===== src/rtl/spi_flash_ctrl.sv =====
// spi_flash_ctrl: SPI mode-0 flash controller issuing command, optional address and read/write data phases
module spi_flash_ctrl #(
   parameter int ADDR_W    = 24,
   parameter int MAX_BYTES = 4,
   parameter int CLK_DIV   = 2
) (
   input  logic                           clk,
   input  logic                           rst,
   input  logic                           start,
   input  logic [7:0]                     cmd,
   input  logic                           has_addr,
   input  logic [ADDR_W-1:0]              addr,
   input  logic                           rw,
   input  logic [$clog2(MAX_BYTES+1)-1:0] nbytes,
   input  logic [8*MAX_BYTES-1:0]         wdata,
   output logic                           busy,
   output logic                           done,
   output logic [8*MAX_BYTES-1:0]         rdata,
   output logic                           cs_n,
   output logic                           sclk,
   output logic                           mosi,
   input  logic                           miso
);
   localparam int NBW  = $clog2(MAX_BYTES+1);
   localparam int DW   = $clog2(2*CLK_DIV+1);
   localparam int SR_W = 8 + ADDR_W + 8*MAX_BYTES;
   localparam int BITW = $clog2(SR_W+1);
   localparam logic [DW-1:0] DIV_END = DW'(CLK_DIV-1);
   localparam logic [DW-1:0] GAP_END = DW'(2*CLK_DIV-1);

   typedef enum logic [2:0] {IDLE, CS_SETUP, CMD, ADDR, DATA, CS_HOLD, CS_GAP, DONE} state_t;

   state_t                r_state, w_nxt, w_after_addr;
   logic [DW-1:0]         r_div;
   logic                  r_ph;
   logic [BITW-1:0]       r_bit;
   logic [SR_W-1:0]       r_sr;
   logic                  r_has_addr;
   logic                  r_rw;
   logic [NBW-1:0]        r_nb;
   logic [8*MAX_BYTES-1:0] r_rdata;

   logic                  w_acc, w_tick, w_bitst, w_bit_end, w_last, w_samp;
   logic [NBW-1:0]        w_nb;
   logic [BITW-1:0]       w_plast;
   logic [8*MAX_BYTES-1:0] w_wd_al;
   logic [SR_W-1:0]       w_load;

   assign w_acc     = start && (r_state == IDLE || r_state == DONE);
   assign w_tick    = r_div == DIV_END;
   assign w_bitst   = r_state inside {CMD, ADDR, DATA};
   assign w_bit_end = w_bitst && r_ph && w_tick;
   assign w_plast   = r_state == CMD  ? BITW'(7) :
                      r_state == ADDR ? BITW'(ADDR_W-1) : BITW'(8*r_nb-1);
   assign w_last    = r_bit == w_plast;
   // miso is captured at the end of the first cycle of each high half
   assign w_samp    = r_state == DATA && r_rw && r_ph && r_div == '0;
   assign w_nb      = nbytes > NBW'(MAX_BYTES) ? NBW'(MAX_BYTES) : nbytes;
   assign w_wd_al   = wdata << (8*(MAX_BYTES - int'(w_nb)));
   assign w_load    = has_addr ? {cmd, addr, w_wd_al} : {cmd, w_wd_al, {ADDR_W{1'b0}}};
   assign w_after_addr = r_nb != '0 ? DATA : CS_HOLD;

   always_comb begin
      w_nxt = r_state;
      case (r_state)
         IDLE:     w_nxt = w_acc ? CS_SETUP : IDLE;
         CS_SETUP: w_nxt = w_tick ? CMD : CS_SETUP;
         CMD:      w_nxt = (w_bit_end && w_last) ? (r_has_addr ? ADDR : w_after_addr) : CMD;
         ADDR:     w_nxt = (w_bit_end && w_last) ? w_after_addr : ADDR;
         DATA:     w_nxt = (w_bit_end && w_last) ? CS_HOLD : DATA;
         CS_HOLD:  w_nxt = w_tick ? CS_GAP : CS_HOLD;
         CS_GAP:   w_nxt = r_div == GAP_END ? DONE : CS_GAP;
         DONE:     w_nxt = w_acc ? CS_SETUP : IDLE;
         default:  w_nxt = IDLE;
      endcase
   end

   always_ff @(posedge clk) begin
      if (rst) begin
         r_state    <= IDLE;
         r_div      <= '0;
         r_ph       <= 1'b0;
         r_bit      <= '0;
         r_sr       <= '0;
         r_has_addr <= 1'b0;
         r_rw       <= 1'b0;
         r_nb       <= '0;
         r_rdata    <= '0;
      end else begin
         r_state <= w_nxt;
         r_div   <= (r_state == IDLE || w_nxt != r_state || (w_bitst && w_tick)) ? '0 : r_div + DW'(1);
         r_ph    <= w_bitst && (r_ph ^ w_tick);
         if (w_acc) begin
            r_sr       <= w_load;
            r_has_addr <= has_addr;
            r_rw       <= rw;
            r_nb       <= w_nb;
            if (rw) r_rdata <= '0;
         end else if (w_bit_end) begin
            r_sr  <= r_sr << 1;
            r_bit <= w_last ? '0 : r_bit + BITW'(1);
         end
         if (w_samp) r_rdata <= {r_rdata[8*MAX_BYTES-2:0], miso};
      end
   end

   assign busy  = r_state inside {CS_SETUP, CMD, ADDR, DATA, CS_HOLD, CS_GAP};
   assign done  = r_state == DONE;
   assign cs_n  = !(r_state inside {CS_SETUP, CMD, ADDR, DATA, CS_HOLD});
   assign sclk  = w_bitst && r_ph;
   assign mosi  = w_bitst && !(r_state == DATA && r_rw) && r_sr[SR_W-1];
   assign rdata = r_rdata;
endmodule


===== config.mk =====
export PLATFORM = sky130hd
export DESIGN_NAME = spi_flash_ctrl
export DESIGN_NICKNAME = d
export VERILOG_FILES = /design/src/rtl/spi_flash_ctrl.sv
export SDC_FILE = /design/constraint.sdc
export NUM_CORES = 1
export LEC_CHECK = 0
export BUFFER_PORTS_ARGS = -buffer_cell sky130_fd_sc_hd__buf_2
export CORE_MARGIN = 4
export CORE_UTILIZATION = 43
export CTS_BUF_LIST = sky130_fd_sc_hd__clkbuf_8
export DETAILED_ROUTE_END_ITERATION = 8
export GPL_ROUTABILITY_DRIVEN = 0
export PLACE_DENSITY = 0.74
export SLEW_MARGIN = 25
export SYNTH_ARGS = -nofsm -noshare
export SYNTH_HDL_FRONTEND = slang
export SYNTH_SLANG_ARGS = --single-unit

===== constraint.sdc =====
create_clock -name clk -period 9 [get_ports clk]
set_clock_uncertainty 0.05 [all_clocks]
set_input_delay 1.8 -clock clk [delete_from_list [all_inputs] [get_ports clk]]
set_output_delay 1.8 -clock clk [all_outputs]
set_load 0.01 [all_outputs]

After elaboration in Yosys (flattened, before gate mapping):

Cells that the tools add are included.

* bits in registers: 115
* input port bits: 73
* output and inout bits: 37
* logic and storage cells: 77

* $add $sub $neg: 4
* magnitude comparators: 1
* eq/ne operators: 11
* shifts and indexed selects: 1
* muxes and demuxes: 20
* bitwise logic cells: 2
* reductions and logical operators: 29

Operators with widths (number)
* $mux W64: 2
* $mux W32: 3
* $mux W56: 1
* $shl A32 B32 Y32: 1
* $mux W7: 3
* $pmux W3 S7: 1
* $eq A3 B3 Y1 const B: 4
* $mux W3: 4
* $logic_and A1 B1 Y1: 11
* $eq A3 B2 Y1 const B: 3
* $add A7 B1 Y7 const B: 1
* $eq A7 B7 Y1: 1
* $sub A6 B1 Y7 const B: 1
* $eq A3 B1 Y1 const B: 2
* $logic_not A3 Y1: 2
* $reduce_bool A2 Y1: 3
* $reduce_bool A3 Y1: 2
* $reduce_bool A6 Y1: 1
* $reduce_bool A5 Y1: 1
* $mux W1: 4
* $mux W2: 2
* $reduce_and A2 Y1: 2
* $reduce_or A2 Y1: 2
* $sub A3 B3 Y4 const A: 1
* 7 further kinds: 10

Depth between registers and ports, before layout:

* depth in word-level cells: 11
* mapped depth: 12
* gate-level depth less buffers: 8

Worst setup path after synthesis:

OpenSTA, ideal clock, no wires.

* path type: in2reg
* from: input port nbytes[0]
* to: register r_sr[35]
* setup time: 0.142 ns
* arrival time: 3.911 ns
* required time: 8.808 ns
* path slack: 4.897 ns
* stages on the path: 12
* path buffers: 4
* cells stage by stage: buf_2 nor2b_1 buf_2 inv_1 ha_1 and2_1 buf_2 o21bai_1 buf_2 nor3_1 a211oi_1 a311oi_1

* word-level cells in the longest chain between the ends: 6

Ends and longest elaborated chain
* start: declaration: RTL line 14 `input logic [$clog2(MAX_BYTES+1)-1:0] nbytes,`
* $gt A3 B3 Y1: RTL line 58 `assign w_nb = nbytes > NBW'(MAX_BYTES) ? NBW'(MAX_BYTES) : nbytes;`
* $mux W3 (*): RTL line 58
* $sub A3 B3 Y4 (*): RTL line 59 `assign w_wd_al = wdata << (8*(MAX_BYTES - int'(w_nb)));`
* $shl A32 B32 Y32 (*): RTL line 59
* $mux W56 (*): RTL line 60 `assign w_load = has_addr ? {cmd, addr, w_wd_al} : {cmd, w_wd_al, {ADDR_W{1'b0}}};`
* $mux W64 (*): RTL line 93 `if (w_acc) begin`
* end signal: assignment: RTL line 94 `r_sr <= w_load;`
* end signal: assignment: RTL line 100 `r_sr <= r_sr << 1;`
* end: declaration: RTL line 37 `logic [SR_W-1:0] r_sr;`

Mark *: on every way between the ends. The rest lies on a longest branch, timed or not.
A chain may end at the register's enable or synchronous reset.

Worst setup path after layout:

* from: input port nbytes[0]
* to: register r_sr[31]

The elaborated chain is that of the path after synthesis.

==> impl_metrics.toml <==
[run_status]
status = "completed"

[layout]
drive_above_1_share_pct = 22.56
area_growth_syn_to_layout_pct = 16.80
nets = 859
fin_area_sq_um = 6804
diodes = 0

[global_routing]
grt_pass1_vias = 5076
grt_max_degree = 94
antenna_found_initial = 0
grt_overflow = 0
grt_first_pass_wirelength_um = 26860
grt_usage_pct = 20.90

[synthesis]
ys.flop_type = "dfxtp_1"
async_flop_share_pct = 0
synth-edff-count = 0
synthCells = 705
netlist_area_sq_um = 5826
seq_area_frac_synth_pct = 39.52
syn-num-nets = 786
syn_area_per_cell_sq_um = 8.263
ys_types = 56
ys_warn_count = 0
ys_ff_latch = 115

[worst_setup_path]
cp.arrival_ps = 5160
required_ps = 9270
worstReg2RegStart = "r_state[0]"
worst-setup-path-type = "in2reg"
reg2reg_depth = 5
worst_setup_path_end_kind = "register"
start_kind = "primary input"
path_max_fanout = 19
r2r-end = "r_sr[32]"
r2r_slack_ps = 6210

[floorplan]
die_width_um = 124.4
rows = 42
ios = 110
coreArea_sq_um = 13240
initial_utilization_pct = 43.99
die_h_um = 124.4
fp.dieArea_sq_um = 15470

[timing]
hold_viol = 0
tns_ps = 0
maxSlewViolCount = 0
layout_min_cycle_time_ps = 4892
rsz0062_at_grt = "no"
period_share_pct = 54.36
finalSetupViolCount = 0
max_slew_margin_pct = 33.45
fmaxAchievable_mhz = 204.4
worstMarginPinSlew_ps = 998.2

[route]
dr.first_iter.drc_count = 628
via_per_inst = 5.847
routed_wl_um = 16570
drt-pass1-iter-count = 5
routedWlPerCell_um = 17.17
vias = 5642
drt.antenna.violating_nets = 0
drc_errors = 0

[power]
p_int_uw = 897.0
power_frac_seq_pct = 44.5
p_total_uw = 1249
comb_power_share_pct = 15.1
leakage_uw = 0.002528
swShare_pct = 28.19
p_per_area_nw_per_um2 = 183.6
ir_drop_v = 0.0001173
power_switching_uw = 352.1
power_frac_clock_pct = 40.4

[clock_tree]
postCtsResizedCells = 0
cts-root-buf = "clkbuf_8"
clkSinkCount = 115
cts_tree = "done"
clkSlewWorstSetupHoldPaths_ps = 70
cts_buffer_depth = 2
clk_latency_ps = 430
numCtsBuffers = 17
cts_setup_buffers = 0
cts_htree_levels = 4
postCtsHoldBufs = 0

[place]
placed_area_sq_um = 6376
dp_hpwl_um = 11250
port_buffers = 109

[job]
drv_cap = 0

[worst_hold_path]
hold_path_end = "r_sr[57]"
worstHoldStart = "r_sr[57]"
min_path_cells = 2
hold_path.class = "reg2reg"
worst max-delay path, stage by stage:
cell and delay [ps]:
buf_2 330, nor2b_1 820, inv_1 160, ha_2 270, nor2_2 540, o21bai_2 350, nor4_4 440, nand2_1 150
a311oi_1 290
synthesized netlist by cell type (2+ instances only):
cell	number	share of area, %
a211oi_1	23	3.0
a21o_1	2	0.26
a21oi_1	37	3.2
a221oi_1	8	1.2
a222oi_1	12	2.1
a22oi_1	46	5.9
a311oi_1	18	2.7
a32oi_1	2	0.30
and2_1	4	0.43
and3_1	4	0.43
buf_2	23	2.0
buf_4	3	0.39
buf_6	2	0.39
clkbuf_1	33	2.1
dfxtp_1	115	40
ha_1	8	1.7
inv_1	10	0.64
mux2_2	17	3.3
mux2i_1	15	2.6
nand2_1	94	6.1
nand2b_1	7	0.75
nand3_1	7	0.60
nand4_1	2	0.21
nand4b_1	2	0.30
nor2_1	77	5.0
nor2_2	2	0.21
nor2b_1	7	0.75
nor3_1	29	2.5
nor3_2	2	0.34
nor3b_1	2	0.26
o21a_1	3	0.39
o21ai_0	42	3.6
o22ai_1	12	1.3
o31a_1	7	1.1
or3_1	2	0.21
xnor2_1	3	0.45
xor2_1	4	0.60
sequential cells by signal, indices dropped and copies added, names as in the netlist:
signal and flops:
r_bit 7, r_div 3, r_has_addr 1, r_nb 3, r_ph 1, r_rw 1, r_sr 64, r_state 3
rdata 32
metal layers:
layer  global-route usage [%]  up-vias  share of wire, %
met5                        0        -                 0
met4                    5.158        0               1.8
met3                    5.446       31               6.4
met2                    31.68      209                45
met1                    29.70     2662                47
li1                         -     2740                 -
stage by stage:
step	utilization (%)	setup slack, ps	std cells	hold slack [ps]
detailed placement	48.15	3439	935	396.4
CTS	51.30	3822	965	407.0
floorplan	-	4897	705	383.2
global route	51.38	3762	965	432.9
finish	51.38	4108	965	404.1
global placement	48.12	3328	935	394.6
how the worst max path moves through the flow:
stage,from,endpoint,slack [ps],cells after the start
final,nbytes[0],r_sr[31],4110,9
after CTS,nbytes[0],r_sr[31],3820,9
after global routing,nbytes[0],r_sr[31],3760,9
after detailed placement,nbytes[0],r_sr[31],3440,9
after global placement,nbytes[0],r_sr[1],3330,9
after floorplan,nbytes[0],r_sr[35],4900,12
power by group through the flow:
stage | combinational (uW) | clock (uW) | sequential, uW
2_1_floorplan | 137 | 0 | 559
3_3_place_gp | 183 | 0 | 566
3_5_place_dp | 185 | 0 | 567
4_1_cts | 186 | 514 | 555
5_1_grt | 209 | 540 | 559
6_report | 188 | 505 | 556
area by class of cell:
cell class | instances | area, sq um
Timing Repair Buffer | 116 | 600.6
Multi-Input combinational cell | 518 | 3226
Fill cell | 1285 | 6439
Clock buffer | 19 | 261.5
Tap cell | 176 | 220.2
Clock inverter | 11 | 156.4
Inverter | 10 | 37.54
Sequential cell | 115 | 2302
logic make-up after synthesis:
group	Yosys count	synth area share (%)
multiplexers	32	5.863
AND/OR/NAND/NOR	249	19.52
flip-flops	115	39.52
buffers and inverters	72	5.584
XOR/XNOR	8	1.460
adder cells (fa/ha/maj)	8	1.718
AO/OA/AOI/OAI	221	26.33
cell usage in the layout, fill, tap and decap left out, drive strengths merged, types with 3 or more instances in the layout:
master	netlist	final
o31a	7	7
o22ai	12	12
a311oi	18	18
xor2	4	4
clkinvlp	0	3
dfxtp	115	115
bufinv	0	3
nand3	7	7
inv	10	10
clkbuf	33	19
a221oi	8	8
nor2b	7	7
a211oi	23	23
mux2	17	17
o21ai	43	43
nand2b	7	7
mux2i	15	15
xnor2	3	3
and3	4	4
o21a	3	3
ha	8	8
nand2	95	95
a222oi	12	12
nor2	79	79
nor3	31	31
and2	4	4
a22oi	46	46
a21oi	38	38
clkinv	0	5
buf	29	116
Note: power is estimated with default switching activity, not from simulation.
